===== src/rtl/version_disp_decode_xt_pkg.sv =====
// Shared definitions for the XT LED-protocol decoder: symbols, FSM states, tick defaults.
package version_disp_decode_xt_pkg;

   localparam int unsigned HALF_TICKS_DEF = 12;
   localparam int unsigned TOL_DEF        = 2;
   localparam int unsigned GAP_TICKS_DEF  = 30;
   localparam int unsigned CNT_W_DEF      = 6;

   localparam int unsigned SYM_W     = 2;
   localparam int unsigned MAX_SYMS  = 8;
   localparam int unsigned IDX_W     = 3;
   localparam int unsigned SYM_CNT_W = 4;
   localparam int unsigned VER_W     = 8;

   typedef enum logic [SYM_W-1:0] {
      SYM_NONE = 2'd0,
      SYM_L1   = 2'd1,
      SYM_L2   = 2'd2,
      SYM_BOTH = 2'd3
   } sym_e;

   typedef enum logic [1:0] {
      ST_IDLE    = 2'd0,
      ST_LIT     = 2'd1,
      ST_DARK    = 2'd2,
      ST_DISCARD = 2'd3
   } state_e;

   // A version bit is carried by LD1 alone (0) or both LEDs (1).
   function automatic logic is_ver_sym(input logic [SYM_W-1:0] s);
      return (s == SYM_L1) || (s == SYM_BOTH);
   endfunction

endpackage


===== src/rtl/version_disp_decode_xt_led_pulse_meter.sv =====
// Synchronises the LED lines and frame tick, measures lit-pulse width and dark gap,
// and presents one symbol per lit pulse on the lit falling edge.
module version_disp_decode_xt_led_pulse_meter
   import version_disp_decode_xt_pkg::*;
#(
   parameter int unsigned HALF_TICKS = HALF_TICKS_DEF,
   parameter int unsigned TOL        = TOL_DEF,
   parameter int unsigned GAP_TICKS  = GAP_TICKS_DEF,
   parameter int unsigned CNT_W      = CNT_W_DEF
) (
   input  logic             clk,
   input  logic             rst_n,
   input  logic             i_frame_alt,
   input  logic             i_ld1_on,
   input  logic             i_ld2_on,
   output logic             o_lit_rise_c,
   output logic             o_sym_vld_c,
   output logic [SYM_W-1:0] o_sym_c,
   output logic             o_width_ok_c,
   output logic             o_width_over_c,
   output logic             o_gap_done_c
);

   localparam logic [CNT_W-1:0] L_LO  = CNT_W'(HALF_TICKS - TOL);
   localparam logic [CNT_W-1:0] L_HI  = CNT_W'(HALF_TICKS + TOL);
   localparam logic [CNT_W-1:0] L_GAP = CNT_W'(GAP_TICKS);
   localparam logic [CNT_W-1:0] L_MAX = '1;

   logic [1:0]       r_fa_sync;
   logic [1:0]       r_ld1_sync;
   logic [1:0]       r_ld2_sync;
   logic             r_fa_d;
   logic             r_lit_d;
   logic [CNT_W-1:0] r_width;
   logic [CNT_W-1:0] r_gap;
   logic [SYM_W-1:0] r_seen;

   logic             w_tick;
   logic             w_lit;
   logic             w_rise;
   logic             w_fall;
   logic [SYM_W-1:0] w_leds;

   assign w_tick = r_fa_sync[1] ^ r_fa_d;
   assign w_leds = {r_ld2_sync[1], r_ld1_sync[1]};
   assign w_lit  = |w_leds;
   assign w_rise = w_lit & ~r_lit_d;
   assign w_fall = ~w_lit & r_lit_d;

   // Two-flop synchronisers and edge-history flops.
   always_ff @(posedge clk or negedge rst_n) begin
      if (!rst_n) begin
         r_fa_sync  <= '0;
         r_ld1_sync <= '0;
         r_ld2_sync <= '0;
         r_fa_d     <= 1'b0;
         r_lit_d    <= 1'b0;
      end else begin
         r_fa_sync  <= {r_fa_sync[0], i_frame_alt};
         r_ld1_sync <= {r_ld1_sync[0], i_ld1_on};
         r_ld2_sync <= {r_ld2_sync[0], i_ld2_on};
         r_fa_d     <= r_fa_sync[1];
         r_lit_d    <= w_lit;
      end
   end

   // Lit width in ticks and which LEDs were seen during the pulse.
   always_ff @(posedge clk or negedge rst_n) begin
      if (!rst_n) begin
         r_width <= '0;
         r_seen  <= '0;
      end else if (w_rise) begin
         r_width <= CNT_W'(w_tick);
         r_seen  <= w_leds;
      end else if (w_lit) begin
         r_seen  <= r_seen | w_leds;
         if (w_tick && (r_width != L_MAX)) begin
            r_width <= r_width + CNT_W'(1);
         end
      end
   end

   // Continuous dark ticks, saturating at the group-end threshold.
   always_ff @(posedge clk or negedge rst_n) begin
      if (!rst_n) begin
         r_gap <= '0;
      end else if (w_lit) begin
         r_gap <= '0;
      end else if (w_tick && (r_gap != L_GAP)) begin
         r_gap <= r_gap + CNT_W'(1);
      end
   end

   assign o_lit_rise_c   = w_rise;
   assign o_sym_vld_c    = w_fall;
   assign o_sym_c        = r_seen;
   assign o_width_ok_c   = (r_width >= L_LO) && (r_width <= L_HI);
   assign o_width_over_c = (r_width > L_HI);
   assign o_gap_done_c   = ~w_lit && (r_gap == L_GAP);

endmodule


===== src/rtl/version_disp_decode_xt.sv =====
// Decodes the XT receiver-board LED protocol into version, download-OK and
// download-error pulses; holds the group FSM and symbol buffer.
module version_disp_decode_xt
   import version_disp_decode_xt_pkg::*;
#(
   parameter int unsigned HALF_TICKS = HALF_TICKS_DEF,
   parameter int unsigned TOL        = TOL_DEF,
   parameter int unsigned GAP_TICKS  = GAP_TICKS_DEF,
   parameter int unsigned CNT_W      = CNT_W_DEF
) (
   input  logic             clk,
   input  logic             rst_n,
   input  logic             frame_alt,
   input  logic             ld1_on,
   input  logic             ld2_on,
   output logic [VER_W-1:0] ver_out,
   output logic             ver_valid,
   output logic             dl_ok,
   output logic             dl_err,
   output logic             frame_err,
   output logic             busy
);

   logic                              w_lit_rise;
   logic                              w_sym_vld;
   logic [SYM_W-1:0]                  w_sym;
   logic                              w_width_ok;
   logic                              w_width_over;
   logic                              w_gap_done;

   state_e                            r_state;
   logic [MAX_SYMS-1:0][SYM_W-1:0]    r_buf;
   logic [SYM_CNT_W-1:0]              r_cnt;
   logic                              r_quad;
   logic [VER_W-1:0]                  r_ver;
   logic                              r_ver_valid;
   logic                              r_dl_ok;
   logic                              r_dl_err;
   logic                              r_frame_err;
   logic                              r_busy;

   logic [IDX_W-1:0]                  w_idx;
   logic                              w_full;
   logic                              w_l2_ok;
   logic                              w_quad_done;
   logic                              w_sym_bad;
   logic [VER_W-1:0]                  w_ver;
   logic                              w_all_ver;
   logic                              w_is_ver;
   logic                              w_is_ok;
   logic                              w_is_quads;

   version_disp_decode_xt_led_pulse_meter #(
      .HALF_TICKS (HALF_TICKS),
      .TOL        (TOL),
      .GAP_TICKS  (GAP_TICKS),
      .CNT_W      (CNT_W)
   ) u_meter (
      .clk            (clk),
      .rst_n          (rst_n),
      .i_frame_alt    (frame_alt),
      .i_ld1_on       (ld1_on),
      .i_ld2_on       (ld2_on),
      .o_lit_rise_c   (w_lit_rise),
      .o_sym_vld_c    (w_sym_vld),
      .o_sym_c        (w_sym),
      .o_width_ok_c   (w_width_ok),
      .o_width_over_c (w_width_over),
      .o_gap_done_c   (w_gap_done)
   );

   assign w_idx  = r_cnt[IDX_W-1:0];
   assign w_full = (r_cnt == SYM_CNT_W'(MAX_SYMS));

   // An LD2-only symbol is legal only where it continues an L1,L1,L2,L2 quad.
   assign w_l2_ok = ((r_cnt == SYM_CNT_W'(2)) && (r_buf[0] == SYM_L1) && (r_buf[1] == SYM_L1)) ||
                    ((r_cnt == SYM_CNT_W'(3)) && (r_buf[0] == SYM_L1) && (r_buf[1] == SYM_L1) &&
                     (r_buf[2] == SYM_L2));
   assign w_quad_done = (r_cnt == SYM_CNT_W'(3)) && (w_sym == SYM_L2) && w_l2_ok;
   assign w_sym_bad   = !w_width_ok || w_full || ((w_sym == SYM_L2) && !w_l2_ok);

   // Version assembly: symbol 0 is the MSB, BOTH means a 1 bit.
   always_comb begin
      w_ver     = '0;
      w_all_ver = 1'b1;
      for (int i = 0; i < MAX_SYMS; i++) begin
         w_ver[VER_W-1-i] = (r_buf[i] == SYM_BOTH);
         w_all_ver        = w_all_ver & is_ver_sym(r_buf[i]);
      end
   end

   assign w_is_ver   = w_full && w_all_ver;
   assign w_is_ok    = (r_cnt == SYM_CNT_W'(2)) && (r_buf[0] == SYM_BOTH) && (r_buf[1] == SYM_BOTH);
   assign w_is_quads = (r_cnt == '0) && r_quad;

   // Group FSM with symbol buffer and registered result pulses.
   always_ff @(posedge clk or negedge rst_n) begin
      if (!rst_n) begin
         r_state     <= ST_IDLE;
         r_buf       <= '0;
         r_cnt       <= '0;
         r_quad      <= 1'b0;
         r_ver       <= '0;
         r_ver_valid <= 1'b0;
         r_dl_ok     <= 1'b0;
         r_dl_err    <= 1'b0;
         r_frame_err <= 1'b0;
         r_busy      <= 1'b0;
      end else begin
         r_ver_valid <= 1'b0;
         r_dl_ok     <= 1'b0;
         r_dl_err    <= 1'b0;
         r_frame_err <= 1'b0;
         case (r_state)
            ST_IDLE: begin
               if (w_lit_rise) begin
                  r_state <= ST_LIT;
                  r_busy  <= 1'b1;
                  r_buf   <= '0;
                  r_cnt   <= '0;
                  r_quad  <= 1'b0;
               end
            end
            ST_LIT: begin
               if (w_width_over) begin
                  r_frame_err <= 1'b1;
                  r_state     <= ST_DISCARD;
               end else if (w_sym_vld) begin
                  if (w_sym_bad) begin
                     r_frame_err <= 1'b1;
                     r_state     <= ST_DISCARD;
                  end else if (w_quad_done) begin
                     r_dl_err <= 1'b1;
                     r_cnt    <= '0;
                     r_quad   <= 1'b1;
                     r_state  <= ST_DARK;
                  end else begin
                     r_buf[w_idx] <= w_sym;
                     r_cnt        <= r_cnt + SYM_CNT_W'(1);
                     r_state      <= ST_DARK;
                  end
               end
            end
            ST_DARK: begin
               if (w_lit_rise) begin
                  r_state <= ST_LIT;
               end else if (w_gap_done) begin
                  if (w_is_ver) begin
                     r_ver       <= w_ver;
                     r_ver_valid <= 1'b1;
                  end else if (w_is_ok) begin
                     r_dl_ok <= 1'b1;
                  end else if (!w_is_quads) begin
                     r_frame_err <= 1'b1;
                  end
                  r_state <= ST_IDLE;
                  r_busy  <= 1'b0;
               end
            end
            ST_DISCARD: begin
               if (w_gap_done) begin
                  r_state <= ST_IDLE;
                  r_busy  <= 1'b0;
               end
            end
            default: begin
               r_state <= ST_IDLE;
               r_busy  <= 1'b0;
            end
         endcase
      end
   end

   assign ver_out   = r_ver;
   assign ver_valid = r_ver_valid;
   assign dl_ok     = r_dl_ok;
   assign dl_err    = r_dl_err;
   assign frame_err = r_frame_err;
   assign busy      = r_busy;

endmodule


===== config.mk =====
export PLATFORM = sky130hd
export DESIGN_NAME = version_disp_decode_xt
export DESIGN_NICKNAME = d
export VERILOG_FILES = /design/src/rtl/version_disp_decode_xt_pkg.sv /design/src/rtl/version_disp_decode_xt_led_pulse_meter.sv /design/src/rtl/version_disp_decode_xt.sv
export SDC_FILE = /design/constraint.sdc
export NUM_CORES = 1
export LEC_CHECK = 0
export ABC_AREA = 0
export BUFFER_PORTS_ARGS = -buffer_cell sky130_fd_sc_hd__buf_2
export CAP_MARGIN = 20
export CORE_ASPECT_RATIO = 1.25
export CORE_MARGIN = 2
export CORE_UTILIZATION = 67
export CTS_BUF_LIST = sky130_fd_sc_hd__clkbuf_2
export DETAILED_ROUTE_END_ITERATION = 8
export PLACE_DENSITY = 0.87
export SLEW_MARGIN = 5
export SYNTH_ARGS = -nofsm -noshare
export SYNTH_HDL_FRONTEND = slang
export SYNTH_SLANG_ARGS = --single-unit
export TNS_END_PERCENT = 10

===== constraint.sdc =====
create_clock -name clk -period 5.15 [get_ports clk]
set_clock_uncertainty 0.2 [all_clocks]
set_input_delay 0.2575 -clock clk [delete_from_list [all_inputs] [get_ports clk]]
set_output_delay 0.2575 -clock clk [all_outputs]
set_load 0.005 [all_outputs]

==> impl_metrics.json <==
{
  "status": "completed",
  "ys_top_cells_by_area": "dfrtp_1 52%, nand2_1 5.1%, ha_1 4.9%, nand4_1 3.6%, nor2_1 3.2%",
  "synth_top_area_share_pct": 51.7,
  "syn_area_mm2": 0.00281,
  "die_height_um": 76.4,
  "grt_start_max_net_pins": 59,
  "syn_avg_cell_area_um2": 10.2,
  "fp.dieW_um": 61.9,
  "clkTransAtPathRegs_ps": 150,
  "drtAntennaViolNets": 0,
  "drcViolationCount": 0,
  "final_common_cell": "dfrtp_1",
  "synth_cell_types": 50,
  "synth-edff-count": 0,
  "synth_top_cell_by_area": "dfrtp_1",
  "final_nets": 320,
  "power.density_mw_per_mm2": 347,
  "routedWlPerCell_um": 15.7,
  "fin_tns_setup_ps": 0,
  "cts_setup_buffers": 0,
  "tightest_slew_ps": 889,
  "viasPerCell": 6.08,
  "row_count": 26,
  "critPathMaxStageDelay_ps": 480,
  "path_cells": "clkinv_1 -> ha_1 -> nand3b_1 -> nor4b_4 -> o221ai_2 -> or2_1 -> o22ai_1",
  "grt_first_pass_wirelength_mm": 9.74,
  "dp_hpwl_mm": 3.94,
  "synth_nets": 292,
  "io_buffers": 17,
  "min_path_type": "reg2reg",
  "cts_tree": "built",
  "fin_ws_ps": 2410,
  "clockRootBuffer": "clkbuf_2",
  "hold_buffers": 4,
  "leakage_nw": 1.43,
  "worst_setup_path_end_kind": "flop",
  "ir_drop_v": 0.000257,
  "clk_path_buf_depth": 2,
  "slowest_stage": "dfrtp_1",
  "crit_path_start_kind": "flop",
  "timing.final.crit_share_pct": 53.2,
  "ys_warn_count": 0,
  "postCtsResizedCells": 0,
  "cts_buffers": 9,
  "drv_slew": 0,
  "gp_congestion": 0.934,
  "ys_ff_latch": 58,
  "drt-initial-drc-count": 159,
  "rsz0062_at_grt": "false",
  "mostFrequentLayoutCells": "58 x dfrtp_1, 38 x nand2_1, 24 x nor2_1",
  "period_needed_ps": 2740,
  "pre_cts_ws_ps": 2490,
  "worstSetupPathType": "reg2reg",
  "io-pin-count": 18,
  "die-area_mm2": 0.00473,
  "slew_headroom_pct": 40.3,
  "grt_use_total_pct": 28.1,
  "setup_viol": 0,
  "fmax_mhz": 365,
  "worstPathArrival_ps": 2970,
  "vias": 2213,
  "drt_wl_total_mm": 5.72,
  "overflow": 0,
  "cp_top_family": "simple AND/OR/NAND/NOR gates",
  "hold_violations": 0,
  "antenna_found_initial": 0,
  "dr.pass1.iters": 4,
  "worstSkewPairLatency_ps": 500,
  "synth_flop_cell": "dfrtp_1",
  "critPathMaxFanout": 10,
  "htree_levels": 3,
  "required_ps": 5380,
  "drive_above_1_share_pct": 12.0,
  "async_flop_share_pct": 100,
  "diodes": 0,
  "area_growth_pct": 9.99,
  "seq_area_frac_synth_pct": 51.7,
  "core-area_mm2": 0.00407,
  "maxCapViolCount": 0,
  "grt_pass1_vias": 2171,
  "fillerInstances": 285,
  "critPathBufInv": 1,
  "start_util_pct": 69.0,
  "clock_sink_count": 58,
  "syn_inst": 276
}
registers in the layout (all words and copies together) (netlist names), 2 cells and up:
signal              flops
r_buf                  16
ver_out                 8
u_meter.r_gap           6
u_meter.r_width         6
r_cnt                   4
r_state                 2
u_meter.o_sym_c         2
u_meter.r_fa_sync       2
u_meter.r_ld1_sync      2
u_meter.r_ld2_sync      2
metrics by stage:
stage / hold slack [ps] / total power [W] / area [um2] / util [%] / std cells
final: 169 / 0.00107 / 3090 / 75.9 / 364
after global routing: 178 / 0.00114 / 3090 / 75.9 / 364
after CTS: 164 / 0.00108 / 3080 / 75.8 / 363
after detailed placement: 139 / 0.000810 / 2950 / 72.4 / 344
after global placement: 135 / 0.000806 / 2950 / 72.4 / 344
after floorplan: -238 / 0.000743 / 2810 / - / 276
final cells by class:
cell class | count | area (um2) | share of cell area [%]
Tap cell | 56 | 70.1 | 2.27
Timing Repair Buffer | 23 | 138 | 4.46
Inverter | 9 | 33.8 | 1.09
Clock buffer | 10 | 50.0 | 1.62
Sequential cell | 58 | 1450 | 47.0
Multi-Input combinational cell | 203 | 1300 | 42.0
Clock inverter | 5 | 46.3 | 1.50
logic make-up after synthesis:
logic type	after synthesis	synth area share, %
simple gates	128	23.7
flops	58	51.7
compound gates	47	12.1
buf+inv	15	2.05
xor+xnor	11	3.43
fa+ha+maj	11	4.90
mux	6	2.14
synth_stat cells (all sizes together), types with 3 or more instances:
cell type	number
o211ai	7
and3	5
nand2	38
nor2	25
ha	11
xor2	8
dfrtp	58
inv	8
nand3	16
clkbuf	5
a21oi	4
o22ai	6
nand4	16
nor3	9
mux2i	6
o21ai	10
xnor2	3
power breakdown:
part / internal [W] / switching, W
Sequential: 0.000491 / 0.0000432
Clock: 0.000106 / 0.000158
Combinational: 0.0000996 / 0.000174
worst reg2reg max path, cell delays in order, from the launching register on:
cell	delay (ps)
dfrtp_1	480
clkinv_1	280
ha_1	310
nand3b_1	190
nor4b_4	320
o221ai_2	290
or2_1	380
o22ai_1	220
per-layer routing:
| metal | share of wire [%] | vias to the layer above | global-route usage (%) |
|---|---|---|---|
| li1 | - | 1072 | - |
| met1 | 40 | 1040 | 36.2 |
| met2 | 51 | 77 | 41.5 |
| met3 | 5.2 | 24 | 7.81 |
| met4 | 3.8 | 0 | 16.2 |
| met5 | 0 | - | 0 |
worst paths after layout:
path,from,endpoint,slack [ps],cells past startpoint
worst max-delay path,r_cnt[0],r_buf[7],2410,7
worst min-delay path,u_meter.r_ld2_sync[0],u_meter.r_ld2_sync[1],170,0
worst max register to register,r_cnt[0],r_buf[7],2410,7
worst min register to register,u_meter.r_ld2_sync[0],u_meter.r_ld2_sync[1],170,0
max in group asynchronous,rst_n,busy,4080,3
min in group asynchronous,rst_n,r_buf[11],200,3
Note: power is estimated with default switching activity, not from simulation.
